File: src/rtl/hilo_unit.sv
// rtl/hilo_unit.sv - HI/LO register file and sequencer for the sequential signed 32x32 multiplier
// Optional build macro: HILO_FWD_EN (mfhi/mflo read the multiplier outputs directly during CAPTURE)
module hilo_unit #(
   parameter int MULT_LATENCY = 36,
   parameter int CNT_W        = 6
) (
   input  logic        clk,
   input  logic        reset,
   input  logic        mult_req,
   input  logic [31:0] op_a,
   input  logic [31:0] op_b,
   input  logic        mthi,
   input  logic        mtlo,
   input  logic [31:0] wdata,
   input  logic        mfhi,
   input  logic        mflo,
   output logic [31:0] mul_a,
   output logic [31:0] mul_b,
   output logic        mul_start,
   input  logic [31:0] mul_hi,
   input  logic [31:0] mul_lo,
   output logic [31:0] rdata,
   output logic        stall,
   output logic        busy
);

   typedef enum logic [1:0] {
      S_IDLE,
      S_ISSUE,
      S_WAIT,
      S_CAPTURE
   } state_t;

   // WAIT holds for MULT_LATENCY-1 cycles; the counter starts at 0 on entry.
   localparam logic [CNT_W-1:0] CNT_LAST = CNT_W'(MULT_LATENCY - 2);

   state_t           state_q;
   logic [CNT_W-1:0] cnt_q;
   logic [31:0]      hi_q;
   logic [31:0]      lo_q;
   logic [31:0]      mul_a_q;
   logic [31:0]      mul_b_q;
   logic             mul_start_q;
   logic             busy_q;
   logic             rd_fwd;

   // Sequencer: accept, pulse start, count the fixed latency, capture HI/LO.
   always_ff @(posedge clk or posedge reset) begin
      if (reset) begin
         state_q     <= S_IDLE;
         cnt_q       <= '0;
         hi_q        <= '0;
         lo_q        <= '0;
         mul_a_q     <= '0;
         mul_b_q     <= '0;
         mul_start_q <= 1'b0;
         busy_q      <= 1'b0;
      end else begin
         mul_start_q <= 1'b0;
         case (state_q)
            S_IDLE: begin
               // Register writes still land when a multiply is accepted in the
               // same cycle; the capture later overwrites them.
               if (mthi) hi_q <= wdata;
               if (mtlo) lo_q <= wdata;
               if (mult_req) begin
                  mul_a_q     <= op_a;
                  mul_b_q     <= op_b;
                  mul_start_q <= 1'b1;
                  busy_q      <= 1'b1;
                  state_q     <= S_ISSUE;
               end
            end
            S_ISSUE: begin
               cnt_q   <= '0;
               state_q <= S_WAIT;
            end
            S_WAIT: begin
               cnt_q <= cnt_q + CNT_W'(1);
               if (cnt_q == CNT_LAST) state_q <= S_CAPTURE;
            end
            S_CAPTURE: begin
               hi_q    <= mul_hi;
               lo_q    <= mul_lo;
               busy_q  <= 1'b0;
               state_q <= S_IDLE;
            end
            default: begin
               busy_q  <= 1'b0;
               state_q <= S_IDLE;
            end
         endcase
      end
   end

   // Stall and read mux; in CAPTURE reads may bypass straight from the multiplier.
   always_comb begin
      rd_fwd = 1'b0;
`ifdef HILO_FWD_EN
      rd_fwd = (state_q == S_CAPTURE);
`endif
      stall = busy_q & (mult_req | mthi | mtlo | ((mfhi | mflo) & ~rd_fwd));
      if (rd_fwd && mfhi)      rdata = mul_hi;
      else if (rd_fwd && mflo) rdata = mul_lo;
      else if (mfhi)           rdata = hi_q;
      else if (mflo)           rdata = lo_q;
      else                     rdata = '0;
   end

   assign mul_a     = mul_a_q;
   assign mul_b     = mul_b_q;
   assign mul_start = mul_start_q;
   assign busy      = busy_q;

endmodule
File: config.mk
export PLATFORM = sky130hd
export DESIGN_NAME = hilo_unit
export DESIGN_NICKNAME = d
export VERILOG_FILES = /design/src/rtl/hilo_unit.sv
export SDC_FILE = /design/constraint.sdc
export NUM_CORES = 1
export LEC_CHECK = 0
export CORE_MARGIN = 4
export CORE_UTILIZATION = 39
export CTS_CLUSTER_SIZE = 24
export DETAILED_ROUTE_END_ITERATION = 12
export GPL_ROUTABILITY_DRIVEN = 0
export GPL_TIMING_DRIVEN = 0
export PLACE_DENSITY = 0.87
export SKIP_LAST_GASP = 1
export SYNTH_ARGS = -nofsm -noshare
export SYNTH_HDL_FRONTEND = slang
export SYNTH_SLANG_ARGS = --single-unit
export TNS_END_PERCENT = 100
File: constraint.sdc
create_clock -name clk -period 4.1 [get_ports clk]
set_input_delay 0.41 -clock clk [delete_from_list [all_inputs] [get_ports clk]]
set_output_delay 0.41 -clock clk [all_outputs]
set_load 0.02 [all_outputs]
==> impl_metrics.yaml <==
worst_setup_path:
  cp-end-kind: "primary output"
  critPathMaxStageDelay_ns: 0.65
  reg2reg_setup_slack_ns: 2.15
  cp-startpoint: "mflo"
  critPathKind: "in2out"
  r2r_cells: 6
  crit_arrival_ns: 2.22
  crit_top_cell: "clkbuf_1"
  crit_required_ns: 3.69
  rr_endpoint: "hi_q[21]"
  cpMaxStageDelayCell: "clkdlybuf4s50_1"
  r2r_start: "state_q[0]"
  crit_path_start_kind: "input pin"
  crit_path_end: "rdata[10]"
  crit_fanout: 10
  crit_chain: "clkbuf_1 -> clkbuf_1 -> nand2_1 -> o21ai_0 -> clkdlybuf4s50_1"
yosys:
  synth_ff_type: "dfrtp_1"
  mappedNetlistArea_um2: 6450
  synth_fp_nets: 783
  synth_edf_count: 0
  synth_cell_types: 34
  yosysSeqAreaShare_pct: 53.5
  ys_seq_elements: 138
  ys_warn_count: 0
  synthArstFlopShare_pct: 100
  syn-mean-instance-area_um2: 10.6
  syn-instance-count: 611
clocking:
  clock-sinks: 138
  cts_tree: "built"
  cts_hold_buf: 0
  clk_pin_slew_ns: 0.06
  postCtsSetupBuffers: 0
  cts_resized: 0
  clock_latency_ns: 0.41
  htree_levels: 4
  root_buffer: "clkbuf_16"
  cts_buffer_depth: 2
  cts_buffers: 17
route:
  wl_per_cell_um: 18.3
  vias: 5605
  final_antenna_net_count: 0
  routed_wl_um: 20600
  via_per_inst: 4.98
  dr.pass1.iters: 4
  drc: 0
  drt_iter0_markers: 237
timing:
  tightest_slew_ns: 0.596
  grt_setup_unrepaired: "no"
  fin_worst_skew_ns: 0.00578
  setup_viol: 0
  relSlewSlack_pct: 60.3
  period_needed_ns: 2.63
  slew_viol_final: 0
  maxClockFrequency_ghz: 0.380
  tns_ns: 0
  finalHoldViolations: 0
  period_share_pct: 64.2
power_and_ir_drop:
  power_leakage_nw: 4.30
  p_total_mw: 7.98
  power_density_nw_per_um2: 789
  peakVddDrop_mv: 0.353
flow_run:
  max_cap_viol_count: 0
layout:
  syn_to_final_growth_pct: 56.9
  fill_cells: 1270
  layout-drive-gt1-share_pct: 13.6
  nets: 1069
  seqCellArea_um2: 3450
  antennaDiodeCount: 0
  finalInstanceArea_um2: 10100
  multiInputGateArea_um2: 2670
die:
  core-area_um2: 16100
  rows: 46
  dieArea_um2: 18700
  io_pins: 266
  die_h_um: 137
  initial_core_util_pct: 40.2
  die_w_um: 137
placed_design:
  numPortBuffers: 263
  postPlaceCellArea_um2: 9450
  hpwl_um: 15500
global_routing:
  antenna_found_initial: 0
  gr-total-overflow: 0
  grt_first_pass_wirelength_um: 31300
  grt_pass1_vias: 5990
  grt_max_degree: 38
  grt_usage_pct: 22.0
worst_hold_path:
  hp-class: "in2async"
status:
  outcome: "completed"
## how the worst min path moves through the flow
stage / slack, ns / cells past startpoint / to / start
after floorplan: 0.45 / 2 / hi_q[30] / hi_q[30]
after global placement: 0.46 / 2 / hi_q[23] / hi_q[23]
after detailed placement: 0.47 / 2 / lo_q[23] / lo_q[23]
after CTS: 0.41 / 2 / mul_b[18] / reset
after global routing: 0.45 / 2 / mul_b[18] / reset
final: 0.41 / 2 / mul_b[18] / reset
## cell usage in the layout, fill, tap and decap left out, drive strengths merged, types with 2 or more instances in the layout
master	netlist	routed
clkdlybuf4s50	0	263
dfrtp	138	138
nand2	131	131
o21ai	103	103
a21oi	65	65
mux2	64	64
clkbuf	20	38
nor2b	33	33
buf	22	26
inv	5	7
bufinv	0	6
ha	5	5
nand3	3	3
nor2	3	3
clkinv	0	3
mux2i	2	2
clkinvlp	0	2
nor3	2	2
and2	2	2
## cells by family (layout without fill, tap and decap cells)
group	after synthesis	in the layout	synth area share [%]
multiplexers	66	66	14.2
AND/OR/NAND/NOR	180	180	12.3
XOR/XNOR	1	1	0.136
buffers and inverters	47	345	5.06
AO/OA/AOI/OAI	174	174	13.8
flip-flops	138	138	53.5
adder cells (fa/ha/maj)	5	5	0.970
## Yosys cell counts (2+ instances only)
master | instances | area share (%)
buf_2 | 7 | 0.54
buf_12 | 5 | 1.6
mux2i_4 | 2 | 0.70
nor3_1 | 2 | 0.16
nand3_1 | 3 | 0.23
inv_1 | 5 | 0.29
dfrtp_1 | 138 | 54
ha_1 | 5 | 0.97
buf_6 | 6 | 1.0
clkbuf_1 | 20 | 1.2
a21oi_1 | 65 | 5.0
nand2_1 | 131 | 7.6
mux2_4 | 40 | 9.3
nor2b_1 | 33 | 3.2
buf_4 | 4 | 0.47
o21ai_1 | 5 | 0.39
nor2_1 | 3 | 0.17
mux2_2 | 24 | 4.2
o21ai_0 | 98 | 7.6
## report_power, final
part	internal (mW)	switching [mW]	total, mW	leakage, nW
combinational	1.88	1.94	3.82	2.30
sequential	2.04	0.374	2.41	1.68
clock	1.15	0.607	1.75	0.322
total	5.06	2.92	7.98	4.30
## state kept, by name (all words and copies together) (netlist names)
name / count
busy: 1
cnt_q: 6
hi_q: 32
lo_q: 32
mul_a: 32
mul_b: 32
mul_start: 1
state_q: 2
## final cells by class
class,instances,share of cell area [%]
multi-input combinational,426,26.4
inverter,5,0.223
clock buffer,18,4.24
sequential,138,34.1
buffer,42,3.04
clock inverter,13,2.37
tap,216,2.67
timing repair buffer,267,27.0
## routing by layer
layer,wire length [µm],vias up,GRT usage [%]
li1,-,2658,-
met1,7800,2673,24.2
met2,10600,252,40.0
met3,1900,22,7.13
met4,277,0,7.00
met5,0,-,0
## critical path, delay by kind of cell
kind	cells	cell delay [ns]
and+or+nand+nor	1	0.10
buffers and inverters	3	1.48
AOI/OAI and AO/OA	1	0.23
## per-stage QoR
step                setup slack, ns  std cells  hold slack (ns)  util (%)
floorplan                      1.97        611            0.448         -
global placement              0.772       1090            0.460      58.3
detailed placement             1.40       1094            0.470      58.9
CTS                            1.39       1125            0.410      63.0
global route                   1.28       1125            0.448      63.0
finish                         1.47       1125            0.414      63.0
(Power assumes the default switching activity.)
